--- config.mk ---
export PLATFORM = sky130hd
export DESIGN_NAME = ifu_fetch
export DESIGN_NICKNAME = d
export VERILOG_FILES = /design/src/rtl/ifu_pkg.sv /design/src/rtl/ifu_fifo.sv /design/src/rtl/ifu_fetch.sv
export SDC_FILE = /design/constraint.sdc
export NUM_CORES = 1
export LEC_CHECK = 0
export CAP_MARGIN = 15
export CORE_MARGIN = 2
export CORE_UTILIZATION = 56
export DETAILED_ROUTE_END_ITERATION = 6
export PLACE_DENSITY = 0.82
export SLEW_MARGIN = 20
export SYNTH_ARGS = -nofsm -noshare
export SYNTH_HDL_FRONTEND = slang
export SYNTH_SLANG_ARGS = --single-unit
--- constraint.sdc ---
create_clock -name clk -period 5.2 [get_ports clk]
set_input_delay 1.04 -clock clk [delete_from_list [all_inputs] [get_ports clk]]
set_output_delay 1.04 -clock clk [all_outputs]
set_load 0.005 [all_outputs]
--- src/rtl/ifu_pkg.sv ---
// ifu_pkg: shared definitions for the instruction fetch unit.
//   IFU_ADSIZE / IFU_DASIZE / IFU_FIFO_DEPTH : default widths and prefetch depth
//   ifu_state_e                              : fetch FSM states
//   fetch_entry_t                            : one prefetched word {pc, inst}
package ifu_pkg;

    localparam int IFU_ADSIZE     = 16;
    localparam int IFU_DASIZE     = 32;
    localparam int IFU_FIFO_DEPTH = 4;

    typedef enum logic [1:0] {
        IDLE  = 2'd0,
        FETCH = 2'd1,
        DRAIN = 2'd2
    } ifu_state_e;

    typedef struct packed {
        logic [IFU_ADSIZE-1:0] pc;
        logic [IFU_DASIZE-1:0] inst;
    } fetch_entry_t;

endpackage

--- src/rtl/ifu_fifo.sv ---
// ifu_fifo: synchronous prefetch FIFO holding fetched {pc, inst} entries.
// Ports:
//   clk, rst          clock and asynchronous active-low reset
//   push, push_data   write one entry (caller guarantees space)
//   pop               remove head; ignored while empty
//   flush             empty the FIFO; takes priority over push and pop
//   head, head_valid  current head entry and its valid flag
//   count             number of stored entries (0..DEPTH)
// DEPTH must be a power of two so the pointers wrap naturally.
module ifu_fifo
    import ifu_pkg::*;
#(
    parameter int  DEPTH   = IFU_FIFO_DEPTH,
    parameter type entry_t = fetch_entry_t
) (
    input  logic                     clk,
    input  logic                     rst,
    input  logic                     push,
    input  entry_t                   push_data,
    input  logic                     pop,
    input  logic                     flush,
    output entry_t                   head,
    output logic                     head_valid,
    output logic [$clog2(DEPTH):0]   count
);

    localparam int PW = $clog2(DEPTH);
    localparam int CW = PW + 1;
    localparam logic [CW-1:0] FULL = CW'(DEPTH);

    entry_t        mem [DEPTH];
    logic [PW-1:0] rd_ptr;
    logic [PW-1:0] wr_ptr;
    logic [CW-1:0] cnt;
    logic          do_pop;

    assign do_pop     = pop && (cnt != '0);
    assign head       = mem[rd_ptr];
    assign head_valid = (cnt != '0);
    assign count      = cnt;

    // Storage is cleared on reset so the head reads as zero out of reset.
    always_ff @(posedge clk or negedge rst) begin
        if (!rst) begin
            rd_ptr <= '0;
            wr_ptr <= '0;
            cnt    <= '0;
            for (int i = 0; i < DEPTH; i++) begin
                mem[i] <= '0;
            end
        end else if (flush) begin
            rd_ptr <= '0;
            wr_ptr <= '0;
            cnt    <= '0;
        end else begin
            if (push) begin
                mem[wr_ptr] <= push_data;
                wr_ptr      <= wr_ptr + 1'b1;
            end
            if (do_pop) begin
                rd_ptr <= rd_ptr + 1'b1;
            end
            case ({push, do_pop})
                2'b10:   cnt <= cnt + 1'b1;
                2'b01:   cnt <= cnt - 1'b1;
                default: cnt <= cnt;
            endcase
        end
    end

    // Credit accounting upstream must never let a push land on a full FIFO.
    a_no_overflow: assert property (@(posedge clk) disable iff (!rst)
        !(push && !flush && !do_pop && (cnt == FULL)));

endmodule

--- src/rtl/ifu_fetch.sv ---
// ifu_fetch: instruction fetch unit, initiator side of the instruction memory port.
// Issues word reads from pc, captures IM_out one cycle later into a prefetch FIFO and
// presents {inst_pc, inst_data} to decode over a valid/ready handshake.
// Ports:
//   clk, rst                       clock and asynchronous active-low reset
//   fetch_en                       allow new reads
//   boot_pc                        start PC loaded when leaving IDLE
//   redirect_valid, redirect_pc    one-cycle redirect request and target
//   IM_enable, IM_write,
//   IM_address, IM_in, IM_out      instruction memory port (read-only use)
//   inst_valid, inst_ready,
//   inst_data, inst_pc             decode handshake (FIFO head)
//   perf_fetch_cnt, perf_stall_cnt only when IFU_PERF_CNT_EN is defined
// Optional feature macro: IFU_PERF_CNT_EN adds saturating counters of pushed words and
// of FETCH cycles blocked by lack of FIFO credit.
module ifu_fetch
    import ifu_pkg::*;
#(
    parameter int ADSize     = IFU_ADSIZE,
    parameter int DASize     = IFU_DASIZE,
    parameter int FIFO_DEPTH = IFU_FIFO_DEPTH
) (
    input  logic              clk,
    input  logic              rst,
    input  logic              fetch_en,
    input  logic [ADSize-1:0] boot_pc,
    input  logic              redirect_valid,
    input  logic [ADSize-1:0] redirect_pc,
    output logic              IM_enable,
    output logic              IM_write,
    output logic [ADSize-1:0] IM_address,
    output logic [DASize-1:0] IM_in,
    input  logic [DASize-1:0] IM_out,
    output logic              inst_valid,
    input  logic              inst_ready,
    output logic [DASize-1:0] inst_data,
    output logic [ADSize-1:0] inst_pc
`ifdef IFU_PERF_CNT_EN
    ,
    output logic [31:0]       perf_fetch_cnt,
    output logic [31:0]       perf_stall_cnt
`endif
);

    localparam int CW = $clog2(FIFO_DEPTH) + 1;

    typedef struct packed {
        logic [ADSize-1:0] pc;
        logic [DASize-1:0] inst;
    } entry_t;

    ifu_state_e        state;
    logic [ADSize-1:0] pc;
    logic [ADSize-1:0] req_pc;
    logic              pending;
    logic              kill;
    logic              credit_ok;
    logic              issue;
    logic              push;
    logic [CW-1:0]     fifo_count;
    logic [CW:0]       in_use;
    entry_t            push_entry;
    entry_t            head;

    // A read in flight already owns a FIFO slot, so credit counts it with the
    // stored entries; this is what makes overflow impossible.
    assign in_use    = {1'b0, fifo_count} + {{CW{1'b0}}, pending};
    assign credit_ok = (in_use < (CW+1)'(FIFO_DEPTH));

    // A redirect discards the word returning this cycle and blocks issue.
    assign kill  = redirect_valid;
    assign issue = (state == FETCH) && fetch_en && credit_ok && !kill;
    assign push  = pending && !kill;

    assign IM_enable  = issue;
    assign IM_address = pc;
    assign IM_write   = 1'b0;
    assign IM_in      = '0;

    assign push_entry = '{pc: req_pc, inst: IM_out};

    ifu_fifo #(
        .DEPTH   (FIFO_DEPTH),
        .entry_t (entry_t)
    ) u_fifo (
        .clk        (clk),
        .rst        (rst),
        .push       (push),
        .push_data  (push_entry),
        .pop        (inst_ready),
        .flush      (redirect_valid),
        .head       (head),
        .head_valid (inst_valid),
        .count      (fifo_count)
    );

    assign inst_data = head.inst;
    assign inst_pc   = head.pc;

    // FSM plus PC/pending tracking. Redirect has priority over the boot load and
    // the post-issue increment; pc wraps naturally at the address width.
    always_ff @(posedge clk or negedge rst) begin
        if (!rst) begin
            state   <= IDLE;
            pc      <= '0;
            req_pc  <= '0;
            pending <= 1'b0;
        end else begin
            pending <= issue;
            if (issue) begin
                req_pc <= pc;
            end

            case (state)
                IDLE:    if (fetch_en) state <= FETCH;
                FETCH:   if (!fetch_en) state <= DRAIN;
                DRAIN:   if (!pending) state <= IDLE;
                default: state <= IDLE;
            endcase

            if (redirect_valid) begin
                pc <= redirect_pc;
            end else if ((state == IDLE) && fetch_en) begin
                pc <= boot_pc;
            end else if (issue) begin
                pc <= pc + 1'b1;
            end
        end
    end

`ifdef IFU_PERF_CNT_EN
    logic stall;

    assign stall = (state == FETCH) && fetch_en && !redirect_valid && !credit_ok;

    always_ff @(posedge clk or negedge rst) begin
        if (!rst) begin
            perf_fetch_cnt <= '0;
            perf_stall_cnt <= '0;
        end else begin
            if (push && (perf_fetch_cnt != 32'hFFFF_FFFF)) begin
                perf_fetch_cnt <= perf_fetch_cnt + 32'd1;
            end
            if (stall && (perf_stall_cnt != 32'hFFFF_FFFF)) begin
                perf_stall_cnt <= perf_stall_cnt + 32'd1;
            end
        end
    end
`endif

endmodule

==> results of run 1 <==
==> cell families after synthesis <==
kind of cell    after synthesis
mux                         257
flops                       234
simple gates                105
buf+inv                      87
compound gates               58
fa+ha+maj                     6
xor+xnor                      6
other cells                   1
==> critical path: stages <==
cell	delay [ps]
clkdlybuf4s50_1	530
nor2b_1	530
nand4_1	210
inv_1	120
clkdlybuf4s50_1	510
==> final cells by class <==
class	count	share of cell area, %
Sequential cell	234	44.4
Multi-Input combinational cell	465	35.5
Timing Repair Buffer	146	11.1
Clock buffer	38	5.71
Tap cell	265	2.51
Clock inverter	7	0.483
Inverter	10	0.284
==> worst min path at each step <==
| stage | startpoint | to | depth (start not counted) |
|---|---|---|---|
| detailed placement | u_fifo.mem[78]$_DFFE_PN0P_ | u_fifo.mem[78]$_DFFE_PN0P_ | 1 |
| global route | u_fifo.mem[78]$_DFFE_PN0P_ | u_fifo.mem[78]$_DFFE_PN0P_ | 1 |
| finish | u_fifo.mem[20]$_DFFE_PN0P_ | u_fifo.mem[20]$_DFFE_PN0P_ | 1 |
| global placement | u_fifo.mem[19]$_DFFE_PN0P_ | u_fifo.mem[19]$_DFFE_PN0P_ | 1 |
| CTS | u_fifo.mem[78]$_DFFE_PN0P_ | u_fifo.mem[78]$_DFFE_PN0P_ | 1 |
| floorplan | u_fifo.mem[59]$_DFFE_PN0P_ | u_fifo.mem[59]$_DFFE_PN0P_ | 1 |
==> through the flow <==
stage / hold slack, ps / setup WS, ps / cell area [sq um] / cells
after floorplan: 459 / 2430 / 11100 / 786
after global placement: 468 / 1240 / 12400 / 1119
after detailed placement: 478 / 1210 / 12400 / 1119
after CTS: 491 / 1210 / 13200 / 1164
after global routing: 496 / 1030 / 13200 / 1165
final: 486 / 1210 / 13200 / 1165
==> registers in the layout, summed over array words and instances, names as in the netlist <==
signal         cells
IM_address        16
pending            1
req_pc            16
state              2
u_fifo.count       3
u_fifo.mem       192
u_fifo.rd_ptr      2
u_fifo.wr_ptr      2
==> metal layers <==
layer  part of all wire (%)  wire length [um]  track usage, %
met1                     45              9630            30.1
met2                     47             10100            34.0
met3                    6.2              1340            4.80
met4                    1.7               357            5.16
met5                      0                 0               0
==> power by group <==
group,switching [uW],internal [uW],leakage (uW)
Combinational,525,1060,0.00259
Clock,697,1050,0.000410
Sequential,313,2150,0.00310
Total,1530,4250,0.00611
==> cell usage in the layout, fill, tap and decap left out, drive strengths merged, types with 3 or more instances in the layout <==
master         count
mux2             206
a21oi              7
dfrtp            234
nand3              7
clkinv             5
o22ai              6
and2               4
clkdlybuf4s50    133
buf               13
o31a               3
nand2             29
ha                 5
xor2               4
or3                3
mux4              48
a221oi             3
clkbuf            38
or2                3
conb              33
nor2b              4
o21ai             12
nor3               9
nor4               4
and3               4
nor2              16
nand4              9
inv               11
mux2i              3
a31oi              5
o211ai             3
o31ai              5
==> metrics.yaml, run 1 <==
outcome: "finished, final reports clean"
reg2reg_depth: 4
timing.rr.start: "pending$_DFF_PN0_"
maxSlewViolCount: 0
fillCellCount: 1369
yosys_warnings: 0
synth_compound_area_share_pct: 3.81
critical_path_arrival_ps: 2950
regToRegSetupSlack_ps: 2930
async_flop_share_pct: 100
seq_area_sq_mm: 0.00586
start_util_pct: 56.9
synth_edf_count: 0
grt_use_total_pct: 21.2
antenna_found_initial: 0
leakagePower_uw: 0.00611
die_h_um: 144
synth_xor_area_share_pct: 0.478
min_period_over_period_pct: 76.8
coreArea_sq_mm: 0.0193
clockBufferDepth: 3
fmax_mhz: 251
synth_top_family_by_area: "multiplexers"
synthMuxAreaShare_pct: 31.2
cellPowerDensity_mw_per_mm2: 438
worst_pin_slew_ps: 1000
routed_wl_mm: 21.4
h-tree-depth: 1
hold_viol: 0
grt_pass1_vias: 6841
die_area_sq_mm: 0.0208
final_util_pct: 68.3
root_buffer: "clkbuf_16"
routabilityCongestion: 0.874
cts_resized: 0
drive_above_1_share_pct: 26.8
ys_seq_area_share_pct: 53.2
synth.area.top_cells: "dfrtp_1, mux2_2, mux4_2, mux2_1, buf_4"
critPathLaunchType: "input port"
synth_fa_ha_area_share_pct: 0.751
synthSimpleGateAreaFrac_pct: 5.25
fin_crit_ps: 3990
cts_tree: "yes"
multi_input_area_sq_mm: 0.00470
diodes: 0
r2r_end: "u_fifo.mem[35]$_DFFE_PN0P_"
cap_violations: 0
synth_seq_cells: 234
rows: 51
yosysMostFrequentCell: "dfrtp_1"
via_count: 6617
drtIter0Drc: 344
dpl.hpwl_mm: 13.8
cp-endpoint: "IM_enable"
clock_latency_ps: 510
grt_start_max_net_pins: 126
cts_hold_buffers: 0
grt_pass1_wl_mm: 35.1
grt-ovfl-total: 0
portBuffers: 134
synth_top_area_share_pct: 53.2
synth.distinct_cells: 64
postCtsSetupBuffers: 0
synthToLayoutAreaGrowth_pct: 20.2
avgSynthCellArea_sq_um: 14.6
tns_ps: 0
avgRoutedWirePerCell_um: 18.4
dr.pass1.iters: 4
synth_ff_type: "dfrtp_1"
vias_per_cell: 5.68
path_class: "input port to output port"
die_width_um: 144
clock_sink_count: 234
startpoint: "fetch_en"
cts_buffers: 25
max_slew_margin_pct: 33.0
synth_area_sq_mm: 0.0110
layout.nets: 957
clk_pin_slew_ps: 60
yosys.area.top_type: "dfrtp_1"
rsz0062_at_grt: "false"
finalPower_uw: 5780
synthTopCellsByCount: "dfrtp_1, mux2_2, mux2_1"
worstHoldPathType: "flip-flop to flip-flop"
synthCells: 754
setup_viol: 0
detail-route-antenna-nets: 0
skew_ps: 9.33
crit_required_ps: 4160
io_pins: 168
worst_setup_path_end_kind: "output port"
ir_drop_mv: 0.225
cp_max_fo: 11
drc: 0
(Power assumes the default switching activity.)
==> run 2, diff against run 1 <==
--- a/config.mk
+++ b/config.mk
@@ -7,9 +7,9 @@
 export LEC_CHECK = 0
 export CAP_MARGIN = 15
 export CORE_MARGIN = 2
-export CORE_UTILIZATION = 56
+export CORE_UTILIZATION = 54
 export DETAILED_ROUTE_END_ITERATION = 6
-export PLACE_DENSITY = 0.82
+export PLACE_DENSITY = 0.8
 export SLEW_MARGIN = 20
 export SYNTH_ARGS = -nofsm -noshare
 export SYNTH_HDL_FRONTEND = slang
==> constraint.sdc (replaced) <==
create_clock -name clk -period 3.8 [get_ports clk]
set_input_delay 0.76 -clock clk [delete_from_list [all_inputs] [get_ports clk]]
set_output_delay 0.76 -clock clk [all_outputs]
set_load 0.005 [all_outputs]
==> run 2 against run 1 <==
Clock skew is 5.1 ps higher. Worst hold slack lost 220 ps. Sequential share of layout area shrank 0.71 points. Via count is 1.1% higher. Critical path type is now flip-flop to output port. Highest routed layer unchanged.
==> metrics.yaml, run 2 (synthesis gave the netlist of run 1 again) <==
outcome: "finished, final reports clean"  # unchanged
tns_ps: 0  # unchanged
leakagePower_uw: 0.00621  # was 0.00611 uW
h-tree-depth: 1  # unchanged
cts_tree: "yes"  # unchanged
die_h_um: 147  # was 144 um
regToRegSetupSlack_ps: 1650  # was 2930 ps
antenna_found_initial: 0  # unchanged
placedCellCount: 1131  # was 1,119
clock_latency_ps: 510  # about the same
cap_violations: 0  # unchanged
postCtsSetupBuffers: 0  # unchanged
grt_pass1_vias: 6879  # was 6,841
rows: 52  # was 51
timing.rr.start: "pending$_DFF_PN0_"  # unchanged
root_buffer: "clkbuf_16"  # unchanged
startpoint: "u_fifo.rd_ptr[0]$_DFFE_PN0P_"  # was fetch_en
hold_viol: 0  # unchanged
synthToLayoutAreaGrowth_pct: 22.1  # was 20.2%
path_class: "flip-flop to output port"  # was input port to output port
vias_per_cell: 5.69  # was 5.68
drc: 0  # unchanged
clk_pin_slew_ps: 60  # about the same
layout.nets: 963  # was 957
drive_above_1_share_pct: 27.4  # was 26.8%
cts_buffers: 25  # unchanged
start_util_pct: 54.7  # was 56.9%
grt_pass1_wl_mm: 36.2  # was 35.1 mm
worst_path_max_delay_cell: "dfrtp_4"  # was clkdlybuf4s50_1
critPathLaunchType: "flip-flop"  # was input port
crit_required_ps: 3040  # was 4160 ps
worst_setup_path_end_kind: "output port"  # unchanged
ir_drop_mv: 0.324  # was 0.225 mV
max_slew_margin_pct: 54.7  # was 33.0%
worstHoldPathType: "input port to async pin"  # was flip-flop to flip-flop
dpl.hpwl_mm: 14.2  # was 13.8 mm
routabilityCongestion: 0.855  # was 0.874
grt_use_met3_pct: 3.01  # was 4.80%
avgRoutedWirePerCell_um: 18.7  # was 18.4 um
clockBufferDepth: 3  # unchanged
cpPeakStageDelay_ps: 700  # was 530 ps
top_register: "u_fifo.mem"  # unchanged
dr.pass1.iters: 5  # was 4
setup_viol: 0  # unchanged
grt_use_total_pct: 20.8  # was 21.2%
fmax_mhz: 301
r2r_end: "u_fifo.mem[76]$_DFFE_PN0P_"  # was u_fifo.mem[35]$_DFFE_PN0P_
die_width_um: 147  # was 144 um
fin_crit_ps: 3320
diodes: 0  # unchanged
cts_resized: 0  # unchanged
io_pins: 168  # unchanged
grt_busiest_layer: "met2"  # unchanged
crit_family: "buffers and inverters"  # unchanged
grt-ovfl-total: 0  # unchanged
path_buf_inv: 2  # was 3
grt_start_max_net_pins: 90  # was 126
drtIter0Drc: 402  # was 344
final_cells: 1176  # was 1,165
skew_ps: 14.4  # was 9.33 ps
reg2reg_depth: 4  # unchanged
portBuffers: 134  # unchanged
min_period_over_period_pct: 87.5
routed_wl_mm: 22.0  # was 21.4 mm
cellPowerDensity_mw_per_mm2: 602  # was 438 mW/mm^2
via_count: 6688  # was 6,617
critical_path_arrival_ps: 2560  # was 2950 ps
use_met2_pct: 34.7  # was 34.0%
maxSlewViolCount: 0  # unchanged
cts_hold_buffers: 0  # unchanged
largest_register_ffs: 192  # unchanged
clock_sink_count: 234  # unchanged
detail-route-antenna-nets: 0  # unchanged
coreArea_sq_mm: 0.0201  # was 0.0193 sq mm
crit_chain: "buf_4 -> mux4_2 -> clkdlybuf4s50_1"  # was clkdlybuf4s50_1 -> nor2b_1 -> nand4_1 -> inv_1 -> clkdlybuf4s50_1
final_common_cell: "dfrtp_1"  # unchanged
rsz0062_at_grt: "false"  # unchanged
cp_max_fo: 20  # was 11
final_cell_mix: "dfrtp_1, clkdlybuf4s50_1, mux2_2, mux2_1, mux4_2"  # unchanged
die_area_sq_mm: 0.0215  # was 0.0208 sq mm
use_met1_pct: 29.2  # was 30.1%
worst_pin_slew_ps: 679  # was 1000 ps
-- run 2: cell types whose count changed in the layout (fill, tap and decap cells not counted), sizes merged --
| cell | change |
|---|---|
| buf | +6 |
| bufinv | +3 |
| clkbuf | -3 |
| clkinvlp | +1 |
| inv | -1 |
-- run 2: worst reg2reg max path, stage by stage (launching register included) --
cell and delay (ps):
dfrtp_1 580, and2b_1 370, nand2_2 420, buf_12 320
mux2_1 340
-- run 2: final cells by class --
type / count / area, sq um
Clock buffer: 35 / 723
Timing Repair Buffer: 152 / 1620
Multi-Input combinational cell: 465 / 4700
Sequential cell: 234 / 5860
Fill cell: 1414 / 6680
Inverter: 10 / 37.5
Tap cell: 270 / 338
Clock inverter: 10 / 153
-- run 2: power breakdown --
part           total [uW]  internal, uW  switching (uW)
clock network        2540          1590             951
registers            3370          2940             427
logic                2180          1460             722
-- run 2: routing by layer --
metal  up-vias  wire length (um)
met1      3450              9740
li1       3001                 -
met5         -                 0
met3        27              1140
met2       210             10700
met4         0               388
-- run 2: worst max path at each step --
stage | depth (start not counted) | slack, ps | to
final | 3 | 480 | inst_pc[12]
after global routing | 3 | 340 | inst_pc[12]
after CTS | 3 | 400 | inst_pc[12]
after detailed placement | 5 | 810 | IM_enable
after global placement | 5 | 820 | IM_enable
after floorplan | 5 | 1590 | IM_enable
-- run 2: metrics by stage --
stage / utilization, % / power, uW / setup WS [ps] / cell area [sq um] / hold slack (ps)
floorplan: - / 4450 / 1590 / 11100 / 459
global placement: 62.4 / 5550 / 818 / 12600 / 469
detailed placement: 62.4 / 5620 / 807 / 12600 / 477
CTS: 66.8 / 8190 / 402 / 13400 / 266
global route: 66.8 / 8510 / 336 / 13400 / 319
finish: 66.8 / 8090 / 475 / 13400 / 263
==> run 3, diff against run 2 <==
--- a/config.mk
+++ b/config.mk
@@ -10,6 +10,7 @@
 export CORE_UTILIZATION = 54
 export DETAILED_ROUTE_END_ITERATION = 6
 export PLACE_DENSITY = 0.8
+export REMOVE_ABC_BUFFERS = 1
 export SLEW_MARGIN = 20
 export SYNTH_ARGS = -nofsm -noshare
 export SYNTH_HDL_FRONTEND = slang
==> run 3 against run 2 <==
Non-clock buffer count shrank 2. Critical endpoint is now inst_data[3]. Clock skew shrank 6.1 ps. Design area is essentially flat. Total power grew 0.41%. Flip-flop and latch count is the same. Critical path type unchanged.
==> metrics.yaml, run 3 (synthesis gave the netlist of run 1 again) <==
detail-route-antenna-nets: 0  # unchanged
cts_resized: 0  # unchanged
grt-ovfl-total: 0  # unchanged
synthToLayoutAreaGrowth_pct: 22.0  # was 22.1%
setup_viol: 0  # unchanged
grt_use_total_pct: 21.6  # was 20.8%
largest_register_ffs: 192  # unchanged
crit_required_ps: 3040  # about the same
start_util_pct: 54.7  # unchanged
rows: 52  # unchanged
grt_pass1_wl_mm: 37.7  # was 36.2 mm
p_switching_uw: 2110  # was 2100 uW
pre_cts_ws_ps: 761  # was 807 ps
outcome: "finished, final reports clean"  # unchanged
startpoint: "u_fifo.rd_ptr[0]$_DFFE_PN0P_"  # unchanged
worst_setup_path_end_kind: "output port"  # unchanged
p_sw_share_pct: 26.0  # about the same
leakagePower_uw: 0.00620  # was 0.00621 uW
drive_above_1_share_pct: 27.3  # was 27.4%
dr.pass1.iters: 4  # was 5
cap_violations: 0  # unchanged
reg2reg_depth: 4  # unchanged
path_class: "flip-flop to output port"  # unchanged
min_period_over_period_pct: 88.1  # was 87.5%
routed_wl_mm: 22.4  # was 22.0 mm
clk_pin_slew_ps: 60  # about the same
path_buf_inv: 2  # unchanged
grt_pass1_vias: 7027  # was 6,879
crit_chain: "buf_12 -> mux4_2 -> clkdlybuf4s50_1"  # was buf_4 -> mux4_2 -> clkdlybuf4s50_1
timing.rr.start: "pending$_DFF_PN0_"  # unchanged
maxSlewViolCount: 0  # unchanged
worstHoldPathType: "input port to async pin"  # unchanged
coreArea_sq_mm: 0.0201  # unchanged
drc: 0  # unchanged
top_register: "u_fifo.mem"  # unchanged
power_frac_clock_pct: 31.9  # was 31.5%
p_int_uw: 6010  # was 5990 uW
clockBufferDepth: 3  # unchanged
via_count: 6727  # was 6,688
dpl.hpwl_mm: 14.6  # was 14.2 mm
multi_input_area_sq_mm: 0.00470  # unchanged
cts_tree: "yes"  # unchanged
worst_path_max_delay_cell: "dfrtp_4"  # unchanged
die_area_sq_mm: 0.0215  # unchanged
antenna_found_initial: 0  # unchanged
portBuffers: 134  # unchanged
seq_area_sq_mm: 0.00586  # unchanged
cts_buffers: 25  # unchanged
avgRoutedWirePerCell_um: 19.1  # was 18.7 um
crit_family: "buffers and inverters"  # unchanged
clock_sink_count: 234  # unchanged
critPathLaunchType: "flip-flop"  # unchanged
h-tree-depth: 1  # unchanged
fmax_mhz: 299  # was 301 MHz
diodes: 0  # unchanged
tns_ps: 0  # unchanged
p_seq_share_pct: 41.4  # was 41.6%
cp_max_fo: 32  # was 20
root_buffer: "clkbuf_16"  # unchanged
worst_pin_slew_ps: 691  # was 679 ps
final_common_cell: "dfrtp_1"  # unchanged
vias_per_cell: 5.73  # was 5.69
max_slew_margin_pct: 53.9  # was 54.7%
die_width_um: 147  # unchanged
io_pins: 168  # unchanged
layout.nets: 961  # was 963
critical_path_arrival_ps: 2590  # was 2560 ps
cp.depth: 3  # unchanged
hold_viol: 0  # unchanged
fillCellCount: 1391  # was 1,414
grt_start_max_net_pins: 92  # was 90
rsz0062_at_grt: "false"  # unchanged
ir_drop_mv: 0.265  # was 0.324 mV
postCtsSetupBuffers: 0  # unchanged
routabilityCongestion: 0.906  # was 0.855
fin_crit_ps: 3350  # was 3320 ps
die_h_um: 147  # unchanged
cellPowerDensity_mw_per_mm2: 605  # was 602 mW/mm^2
skew_ps: 8.27  # was 14.4 ps
clock_latency_ps: 510  # about the same
final_cell_mix: "dfrtp_1, clkdlybuf4s50_1, mux2_2, mux2_1, mux4_2"  # unchanged
cts_hold_buffers: 0  # unchanged
cpPeakStageDelay_ps: 680  # was 700 ps
worst_slack_ps: 452  # was 475 ps
drtIter0Drc: 375  # was 402
power_frac_comb_pct: 26.7  # was 26.9%
[run 3: changes by cell type in the layout (fill, tap and decap cells not counted), sizes merged]
| cell | before | now |
|---|---|---|
| clkbuf | 35 | 36 |
| clkinv | 5 | 4 |
| buf | 19 | 17 |
[run 3: layout make-up]
class | count | area share, %
Clock buffer | 36 | 5.57
Tap cell | 270 | 2.52
Inverter | 10 | 0.280
Clock inverter | 9 | 1.10
Sequential cell | 234 | 43.7
Timing Repair Buffer | 150 | 11.9
Multi-Input combinational cell | 465 | 35.0
[run 3: power by group through the flow]
| stage | Combinational [uW] | Clock, uW | Sequential [uW] |
|---|---|---|---|
| finish | 2170 | 2590 | 3360 |
| global route | 2340 | 2760 | 3440 |
| CTS | 2200 | 2650 | 3360 |
| detailed placement | 2180 | 0 | 3410 |
| global placement | 2140 | 0 | 3380 |
| floorplan | 1090 | 0 | 3310 |
[run 3: routing by layer]
layer / vias to the layer above / GRT usage (%) / share of wire (%)
met5: - / 0 / 0
met4: 0 / 4.61 / 1.6
met3: 37 / 4.07 / 6.5
met2: 230 / 35.0 / 47
met1: 3460 / 30.9 / 45
li1: 3000 / - / -
[run 3: final timing paths]
check	endpoint	slack (ps)
min reg2reg	u_fifo.mem[65]$_DFFE_PN0P_	490
max reg2reg	u_fifo.mem[160]$_DFFE_PN0P_	1710
min in group clk	u_fifo.mem[65]$_DFFE_PN0P_	490
max	inst_data[3]	450
max in group asynchronous	u_fifo.mem[5]$_DFFE_PN0P_	2690
min	u_fifo.mem[159]$_DFFE_PN0P_	250
[run 3: through the flow]
| step | std cells | instance area [sq um] | util (%) | power [uW] | hold slack [ps] |
|---|---|---|---|---|---|
| 2_1_floorplan | 709 | 10600 | - | 4410 | 459 |
| 3_3_place_gp | 1129 | 12500 | 62.3 | 5530 | 468 |
| 3_5_place_dp | 1129 | 12500 | 62.3 | 5590 | 477 |
| 4_1_cts | 1174 | 13400 | 66.7 | 8210 | 281 |
| 5_1_grt | 1174 | 13400 | 66.7 | 8540 | 302 |
| 6_report | 1174 | 13400 | 66.7 | 8120 | 251 |
